<file path="src/rtl/fetch_stage.sv">
// Instruction fetch stage: PC register, fetch FSM, IF/ID pipeline register.
// Ports: clk/rst, JumpTaken/JumpPC, BranchTaken/BranchPC, Stall,
//   IMemReady/IMemData in; IMemReq/IMemAddr, IFIDPCPlus4/IFIDInstruction/IFIDValid out.
// Option: define FETCH_STATS_EN to add FetchCount/BubbleCount outputs.
module fetch_stage #(
  parameter logic [31:0] RESET_PC = 32'h0000_3000
) (
  input  logic        clk,
  input  logic        rst,
  input  logic        JumpTaken,
  input  logic [31:0] JumpPC,
  input  logic        BranchTaken,
  input  logic [31:0] BranchPC,
  input  logic        Stall,
  input  logic        IMemReady,
  input  logic [31:0] IMemData,
  output logic        IMemReq,
  output logic [31:0] IMemAddr,
  output logic [31:0] IFIDPCPlus4,
  output logic [31:0] IFIDInstruction,
  output logic        IFIDValid
`ifdef FETCH_STATS_EN
  ,
  output logic [31:0] FetchCount,
  output logic [31:0] BubbleCount
`endif
);

  typedef enum logic [1:0] {
    S_FETCH,
    S_WAIT,
    S_HOLD,
    S_DROP
  } state_t;

  state_t      state;
  logic [31:0] pc;
  logic [31:0] hold_buf;
  logic [31:0] tgt;
  logic        req;

  logic        redirect;
  logic [31:0] target;
  logic [31:0] pc_plus4;
  logic [31:0] load_word;
  logic        load_valid;

  assign redirect  = JumpTaken | BranchTaken;
  assign target    = JumpTaken ? JumpPC : BranchPC;
  assign pc_plus4  = pc + 32'd4;
  assign load_word = (state == S_HOLD) ? hold_buf : IMemData;
  assign IMemAddr  = pc;
  assign IMemReq   = req;

  // A word enters IF/ID only when neither a redirect nor a stall blocks it.
  always_comb begin
    load_valid = 1'b0;
    if (!redirect && !Stall) begin
      unique case (state)
        S_FETCH, S_WAIT: load_valid = IMemReady;
        S_HOLD:          load_valid = 1'b1;
        default:         load_valid = 1'b0;
      endcase
    end
  end

  always_ff @(posedge clk) begin
    if (rst) begin
      state           <= S_FETCH;
      pc              <= RESET_PC;
      hold_buf        <= 32'h0;
      tgt             <= 32'h0;
      req             <= 1'b1;
      IFIDPCPlus4     <= 32'h0;
      IFIDInstruction <= 32'h0;
      IFIDValid       <= 1'b0;
    end else begin
      req <= 1'b1;

      // IF/ID: flush on redirect, load, bubble, or hold under stall.
      if (redirect) begin
        IFIDValid       <= 1'b0;
        IFIDInstruction <= 32'h0;
      end else if (load_valid) begin
        IFIDPCPlus4     <= pc_plus4;
        IFIDInstruction <= load_word;
        IFIDValid       <= 1'b1;
      end else if (!Stall) begin
        IFIDValid       <= 1'b0;
        IFIDInstruction <= 32'h0;
      end

      unique case (state)
        S_FETCH: begin
          if (redirect) begin
            if (IMemReady) begin
              pc <= target;
            end else begin
              tgt   <= target;
              state <= S_DROP;
            end
          end else if (!IMemReady) begin
            state <= S_WAIT;
          end else if (!Stall) begin
            pc <= pc_plus4;
          end
        end
        S_WAIT: begin
          if (redirect) begin
            if (IMemReady) begin
              pc    <= target;
              state <= S_FETCH;
            end else begin
              tgt   <= target;
              state <= S_DROP;
            end
          end else if (IMemReady) begin
            if (Stall) begin
              hold_buf <= IMemData;
              state    <= S_HOLD;
              req      <= 1'b0;
            end else begin
              pc    <= pc_plus4;
              state <= S_FETCH;
            end
          end
        end
        S_HOLD: begin
          if (redirect) begin
            pc    <= target;
            state <= S_FETCH;
          end else if (Stall) begin
            req <= 1'b0;
          end else begin
            pc    <= pc_plus4;
            state <= S_FETCH;
          end
        end
        S_DROP: begin
          // The outstanding word belongs to the old path; wait it out.
          if (redirect) begin
            if (IMemReady) begin
              pc    <= target;
              state <= S_FETCH;
            end else begin
              tgt <= target;
            end
          end else if (IMemReady) begin
            pc    <= tgt;
            state <= S_FETCH;
          end
        end
        default: state <= S_FETCH;
      endcase
    end
  end

`ifdef FETCH_STATS_EN
  always_ff @(posedge clk) begin
    if (rst) begin
      FetchCount  <= 32'h0;
      BubbleCount <= 32'h0;
    end else if (load_valid) begin
      FetchCount  <= FetchCount + 32'd1;
    end else begin
      BubbleCount <= BubbleCount + 32'd1;
    end
  end
`endif

endmodule

</file>
<file path="config.mk">
export PLATFORM = sky130hd
export DESIGN_NAME = fetch_stage
export DESIGN_NICKNAME = d
export VERILOG_FILES = /design/src/rtl/fetch_stage.sv
export SDC_FILE = /design/constraint.sdc
export NUM_CORES = 1
export LEC_CHECK = 0
export ABC_AREA = 1
export CELL_PAD_IN_SITES_DETAIL_PLACEMENT = 0
export CELL_PAD_IN_SITES_GLOBAL_PLACEMENT = 1
export CORE_UTILIZATION = 35
export CTS_CLUSTER_DIAMETER = 30
export DETAILED_ROUTE_END_ITERATION = 16
export GPL_TIMING_DRIVEN = 0
export PLACE_DENSITY_LB_ADDON = 0.1
export SLEW_MARGIN = 5
export SYNTH_ARGS = -nofsm -noshare
export SYNTH_HDL_FRONTEND = slang
export SYNTH_SLANG_ARGS = --single-unit
</file>
<file path="constraint.sdc">
create_clock -name clk -period 3.05 [get_ports clk]
set_clock_uncertainty 0.2 [all_clocks]
set_input_delay 0.305 -clock clk [delete_from_list [all_inputs] [get_ports clk]]
set_output_delay 0.305 -clock clk [all_outputs]
set_load 0.03 [all_outputs]
</file>
== After elaboration in Yosys (flattened, before gate mapping) ==
Cells that the tools add are included.
Word-level totals
  word-level logic and storage cells: 66
  register bits: 164
  output and inout port bits: 98
  input port bits: 102
Cells by class
  $add $sub $neg: 1
  reductions and logical operators: 12
  equality and inequality tests: 10
  bitwise operators: 3
  multiplexer cells: 32
Operator list (number)
  $mux 32: 11
  $pmux 32 s3: 1
  $add 32x3->32 const B: 1
  $mux 2: 10
  $ne 3x3->1 const B: 3
  $pmux 2 s4: 1
  $reduce_and 4->1: 2
  $mux 1: 7
  $eq 2x2->1 const B: 2
  $ne 2x2->1 const B: 2
  $pmux 1 s2: 2
  $reduce_and 2->1: 2
  $reduce_or 2->1: 2
  $ne 3x1->1 const B: 1
  $reduce_and 3->1: 1
  $reduce_or 3->1: 1
  $eq 2x1->1 const B: 1
  $logic_not 1->1: 2
  $logic_not 2->1: 1
  $ne 2x1->1 const B: 1
  $not 1->1: 2
  $logic_and 1x1->1: 1
  $or 1x1->1: 1

== Depth between registers and ports, before layout ==
Gate-level depths: netlist of the first run.
  word-level depth: 5
  depth in mapped cells: 12
  gate-level depth less buffers: 12

== Worst setup path after synthesis of the first run ==
Ideal clock, no wire load.
  kind: register to register
  start: register pc[2] (netlist: IMemAddr[2])
  end: register pc[16] (netlist: IMemAddr[16])
  setup slack: 0.987 ns
  period minus slack after synthesis: 2.063 ns
  library setup time: 0.070 ns
  stages on the path, launching flop included: 10
  arrival time: 1.793 ns
  cells stage by stage: dfxtp_1 -> ha_1 -> nand3_1 -> nor2_1 -> nand3_1 -> xor2_1 -> nand2_1 -> nand2_1 -> nand2_1 -> a21oi_1
On the way
  word-level cells in the longest chain between the ends: 5
RTL lines
  from (decl): line 37  | logic [31:0] pc;
  from (signal assigned): line 97  | pc <= target;
  from (signal assigned): line 105  | pc <= pc_plus4;
  from (signal assigned): line 111  | pc <= target;
  $add 32x3->32 (*): line 50  | assign pc_plus4 = pc + 32'd4;
  $mux 32 (*): line 104, 118, 132
  $mux 32: line 117  | end else if (IMemReady) begin
  $mux 32: line 95  | if (redirect) begin
  $pmux 32 s3 (*): line 93  | unique case (state)
Every way passes the cells marked *; elsewhere a longest branch is shown, timed or not. The select of a mux whose other input is x is not followed.
A chain may end at the register's enable or synchronous reset.

== Worst setup path in the final report of the first run ==
Ends and elaborated chain as after synthesis.

==> reports/metrics.yaml, run 1 <==
cts:
  postCtsSetupBuffers: 0
  clkLatencyLatePin_ns: 0.44
  htreeDepth: 4
  clock_path_buffers: 2
  cts_tree: "built"
  clk_pin_slew_ns: 0.08
  cts_made_buffers: 17
  cts.sinks: 164
  cts_root_buf: "clkbuf_16"
  ctsResizeCount: 0
  postCtsHoldBufs: 0
sta:
  max_freq_mhz: 374
  tns_ns: 0
  period_share: 0.877
  min_period_ns: 2.67
  worst_pin_slew_ns: 0.809
  hold_slack_ns: 0.0668
  max-slew-margin-rel: 0.461
  rsz0062_at_grt: "no"
  finalSetupViolCount: 0
  drv_slew: 0
  hold_viol_final: 0
routing:
  post_drt_wl_per_cell_um: 16.1
  wirelength_um: 31800
  via_per_inst: 4.89
  via_count: 9670
  drtIter0Drc: 822
  drtPass1Iterations: 7
  detail-route-antenna-nets: 0
  drc_errors: 0
die:
  die_area_mm2: 0.0262
  io_pins: 200
  initial_core_util: 0.356
  core_area_mm2: 0.0251
  row_count: 58
  die_height_um: 162
  fp.dieW_um: 162
finish:
  fin_cells: 1977
  drive_above_1_share: 0.0589
  area_delta_synth_final_pct: 33.2
  antennaDiodeCount: 0
  layout.nets: 1741
  num-fill-cells: 2718
grt:
  overflow: 0
  grt_pass1_wl_um: 50300
  grt_max_degree: 19
  antenna_found_initial: 0
  grt_pass1_vias: 8993
  grt_use_total: 0.246
synth:
  synth_area_leaders: "dfxtp_1 (37%), nand2_1 (18%), o21ai_0 (10%)"
  synth.net_count: 1526
  synth.most_common_cell: "nand2_1"
  ys_types: 39
  synth_top_area_cell: "dfxtp_1"
  synth_flop_cell: "dfxtp_1"
  synth.top_cell.area_share: 0.367
  synth-edff-count: 0
  synth_area_per_cell_um2: 6.31
  ys_warn_count: 0
  synth_async_sr_flop_share: 0
  ys_seq_area_frac: 0.367
  syn_inst: 1419
  synthTopCellsByCount: "nand2_1 (439), o21ai_0 (183), dfxtp_1 (164)"
  ys_seq_elements: 164
  syn_area_mm2: 0.00895
worst_setup_path:
  criticalPathCategory: "register to register"
  cp.arrival_ns: 2.84
  cp-end-kind: "register"
  crit_top_cell: "nand2_1"
  worstPathRequired_ns: 3.21
  crit_fanout: 7
  slowest_stage: "nor2_1"
  crit_path_start_kind: "register"
  path_cells: "ha_1 -> nand3_1 -> nor2_1 -> nand3_1 -> xor2_1 -> nand2_1 -> nand2_1 -> nand2_1 -> a21oi_1"
  cpPeakStageDelay_ns: 0.55
placement:
  place.gp.congestion: 0.907
  io_buffers: 196
  placedCellCount: 1945
  dp.final_hpwl_um: 24800
pwr:
  p_leak_nw: 4.73
  irDropWorstVdd_mv: 0.304
  powerDensity_mw_per_mm2: 527
job:
  cap_viol_max_count: 0
status:
  status: "completed"
worst_hold_path:
  hp-class: "input port to register"
sequential cells by signal, indices dropped and copies added (netlist names):
name,count
state,2
IMemReq,1
IFIDPCPlus4,32
IFIDValid,1
tgt,32
IMemAddr,32
IFIDInstruction,32
hold_buf,32
cell type report:
| type | count | area [um2] | share of cell area |
|---|---|---|---|
| Buffer | 84 | 403 | 0.0338 |
| Clock inverter | 14 | 164 | 0.0138 |
| Inverter | 146 | 551 | 0.0462 |
| Sequential cell | 164 | 3280 | 0.276 |
| Multi-Input combinational cell | 1025 | 4710 | 0.395 |
| Tap cell | 330 | 413 | 0.0346 |
| Timing Repair Buffer | 196 | 1960 | 0.165 |
| Clock buffer | 18 | 429 | 0.0360 |
worst max-delay path: cells and delay by family, from the launching register on:
family	cells	cell delay, ns
flops	1	0.51
simple gates	6	1.17
compound gates	1	0.12
xor+xnor	1	0.31
fa+ha+maj	1	0.28
metal layers:
layer | routed length, um | up-vias | track usage
li1 | - | 5002 | -
met1 | 16300 | 4313 | 0.379
met2 | 13100 | 330 | 0.363
met3 | 2060 | 25 | 0.0291
met4 | 298 | 0 | 0.0510
met5 | 0 | - | 0
logic make-up after synthesis:
logic type | synth area share
DFF | 0.367
adders and majority gates | 0.00699
and+or+nand+nor | 0.274
AOI/OAI and AO/OA | 0.233
xor gates and xnor gates | 0.0108
muxes | 0.00112
buffers and inverters | 0.107
per-stage QoR:
step	worst slack, ns	total power, W	area, um2	utilization
after floorplan	0.987	0.00343	8950	-
after global placement	0.310	0.00412	11300	0.451
after detailed placement	0.286	0.00413	11300	0.451
after CTS	0.439	0.00630	11900	0.475
after global routing	0.309	0.00660	11900	0.475
final	0.376	0.00628	11900	0.475
cell usage in the layout, fill, tap and decap left out, drive strengths merged, types with 9 or more instances in the layout:
cell type / instances
a211oi: 9
a21oi: 151
buf: 37
clkbuf: 65
clkdlybuf4s50: 196
dfxtp: 164
inv: 151
nand2: 445
nand3: 33
nor2: 119
o211ai: 19
o21ai: 203
xor2: 11
worst paths after layout:
| kind | start | end | slack (ns) | cells after the start |
|---|---|---|---|---|
| min reg2reg | hold_buf[11]$_SDFFE_PP0P_ | hold_buf[11]$_SDFFE_PP0P_ | 0.25 | 2 |
| min | Stall | IFIDValid$_SDFFE_PP0P_ | 0.07 | 3 |
| max reg2reg | IMemAddr[2]$_SDFFE_PP0P_ | IMemAddr[16]$_SDFFE_PP0P_ | 0.38 | 9 |
| max | IMemAddr[2]$_SDFFE_PP0P_ | IMemAddr[16]$_SDFFE_PP0P_ | 0.38 | 9 |
power breakdown:
part           internal [W]  switching [W]
sequential          0.00230       0.000181
combinational      0.000586        0.00104
clock               0.00110        0.00108
total               0.00399        0.00230
(Power assumes the default switching activity.)
==> run 2, diff against run 1 <==
--- a/config.mk
+++ b/config.mk
@@ -12,6 +12,7 @@
 export CTS_CLUSTER_DIAMETER = 30
 export DETAILED_ROUTE_END_ITERATION = 16
 export GPL_TIMING_DRIVEN = 0
+export MAX_ROUTING_LAYER = met4
 export PLACE_DENSITY_LB_ADDON = 0.1
 export SLEW_MARGIN = 5
 export SYNTH_ARGS = -nofsm -noshare
==> run 2 against run 1 <==
Total power is essentially flat. Cell count is the same. Clock power about the same. Non-clock buffer count stayed put. Clock-buffer cell count did not move. Largest power group unchanged.
==> reports/metrics.yaml, run 2 (synthesized netlist as in run 1, its figures left out) <==
status:
  status: "completed"
pwr:
  clkPwrFrac: 0.347
  power.share.sequential: 0.395
  combPwrFrac: 0.259
  p_total_w: 0.00628
  p_leak_nw: 4.73
  switching_share: 0.365
  irDropWorstVdd_mv: 0.302
  intPower_w: 0.00399
  netSwitchingPower_w: 0.00230
  powerDensity_mw_per_mm2: 527
worst_setup_path:
  slowest_stage: "nor2_1"
  reg2reg_depth: 9
  cp.buffers_inverters: 0
  crit_fanout: 7
  crit_path_start_kind: "register"
  cpPeakStageDelay_ns: 0.57
  crit_top_cell: "nand2_1"
  worstPathRequired_ns: 3.21
  criticalPathCategory: "register to register"
  crit_start: "IMemAddr[2]$_SDFFE_PP0P_"
  cp-end-kind: "register"
  rr_startpoint: "IMemAddr[2]$_SDFFE_PP0P_"
  cp.depth: 9
  path_cells: "ha_1 -> nand3_1 -> nor2_1 -> nand3_1 -> xor2_1 -> nand2_1 -> nand2_1 -> nand2_1 -> a21oi_1"
  critical_path.top_delay_family: "simple AND/OR/NAND/NOR gates"
  cp.arrival_ns: 2.87
sta:
  min_period_ns: 2.71
  hold_viol_final: 0
  tns_ns: 0
  finalSetupViolCount: 0
  period_share: 0.888
  drv_slew: 0
  worst_pin_slew_ns: 0.799
  rsz0062_at_grt: "no"
  setup_ws_ns: 0.341
  max-slew-margin-rel: 0.468
  max_freq_mhz: 369
grt:
  grt_pass1_wl_um: 50300
  grt_max_degree: 19
  grt_pass1_vias: 9011
  grt_use_total: 0.254
  antenna_found_initial: 0
  overflow: 0
die:
  io_pins: 200
  fp.dieW_um: 162
  initial_core_util: 0.356
  row_count: 58
  die_height_um: 162
  die_area_mm2: 0.0262
  core_area_mm2: 0.0251
routing:
  post_drt_wl_per_cell_um: 16.1
  via_per_inst: 4.89
  detail-route-antenna-nets: 0
  drtIter0Drc: 726
  wirelength_um: 31800
  via_count: 9672
  drtPass1Iterations: 7
  drc_errors: 0
placement:
  io_buffers: 196
  placed_cell_area_mm2: 0.0113
  place.gp.congestion: 0.923
  dp.final_hpwl_um: 24800
  place_ws_ns: 0.286
finish:
  final_common_cell: "nand2_1"
  antennaDiodeCount: 0
  layout.nets: 1741
  finalInstanceArea_mm2: 0.0119
  fin_util: 0.475
  area_delta_synth_final_pct: 33.2
  layout_common_cells: "nand2_1 (439), clkdlybuf4s50_1 (196), o21ai_0 (183)"
  drive_above_1_share: 0.0589
cts:
  cts_made_buffers: 17
  ctsResizeCount: 0
  cts.sinks: 164
  postCtsHoldBufs: 0
  clkLatencyLatePin_ns: 0.44
  postCtsSetupBuffers: 0
  cts_tree: "built"
  cts_root_buf: "clkbuf_16"
  htreeDepth: 4
  clock_path_buffers: 2
  clk_pin_slew_ns: 0.08
worst_hold_path:
  hp-class: "input port to register"
  hp-start: "Stall"
  min_delay_path_depth: 3
job:
  cap_viol_max_count: 0
-- run 2: cell counts in the layout (fill, tap and decap cells not counted) --
No cell type changed its count.
-- run 2: layout make-up --
cell class	count	area, um2
Clock buffer	18	429
Fill cell	2718	13200
Multi-Input combinational cell	1025	4710
Inverter	146	551
Timing Repair Buffer	196	1960
Tap cell	330	413
Buffer	84	403
Clock inverter	14	164
Sequential cell	164	3280
-- run 2: worst register-to-register path, stage by stage (launching register included) --
cell and delay [ns]:
dfxtp_1 0.51, ha_1 0.28, nand3_1 0.20, nor2_1 0.57
nand3_1 0.22, xor2_1 0.33, nand2_1 0.08, nand2_1 0.07
nand2_1 0.05, a21oi_1 0.12
-- run 2: final timing paths --
check / end / slack (ns)
worst min-delay path: IFIDInstruction[0]$_SDFFE_PP0P_ / 0.07
worst min register to register: hold_buf[11]$_SDFFE_PP0P_ / 0.25
worst max-delay path: IMemAddr[16]$_SDFFE_PP0P_ / 0.34
worst max register to register: IMemAddr[16]$_SDFFE_PP0P_ / 0.34
-- run 2: power by group through the flow --
stage	clock [W]	combinational, W	sequential, W
4_1_cts	0.00221	0.00162	0.00247
2_1_floorplan	0	0.000803	0.00263
3_3_place_gp	0	0.00160	0.00252
6_report	0.00218	0.00163	0.00248
3_5_place_dp	0	0.00161	0.00252
5_1_grt	0.00230	0.00180	0.00250
-- run 2: stage by stage --
step	cells	hold WS, ns
finish	1977	0.0699
global route	1977	0.0742
global placement	1945	0.234
detailed placement	1945	0.238
CTS	1977	0.0577
floorplan	1419	0.224
-- run 2: per-layer routing --
layer / wire, um / part of all wire / global-route usage / vias up
met5: 0 / 0 / - / -
met4: 314 / 0.0099 / 0.0523 / 0
met3: 1880 / 0.059 / 0.0263 / 23
met2: 13100 / 0.41 / 0.363 / 314
met1: 16500 / 0.52 / 0.380 / 4331
li1: - / - / - / 5004
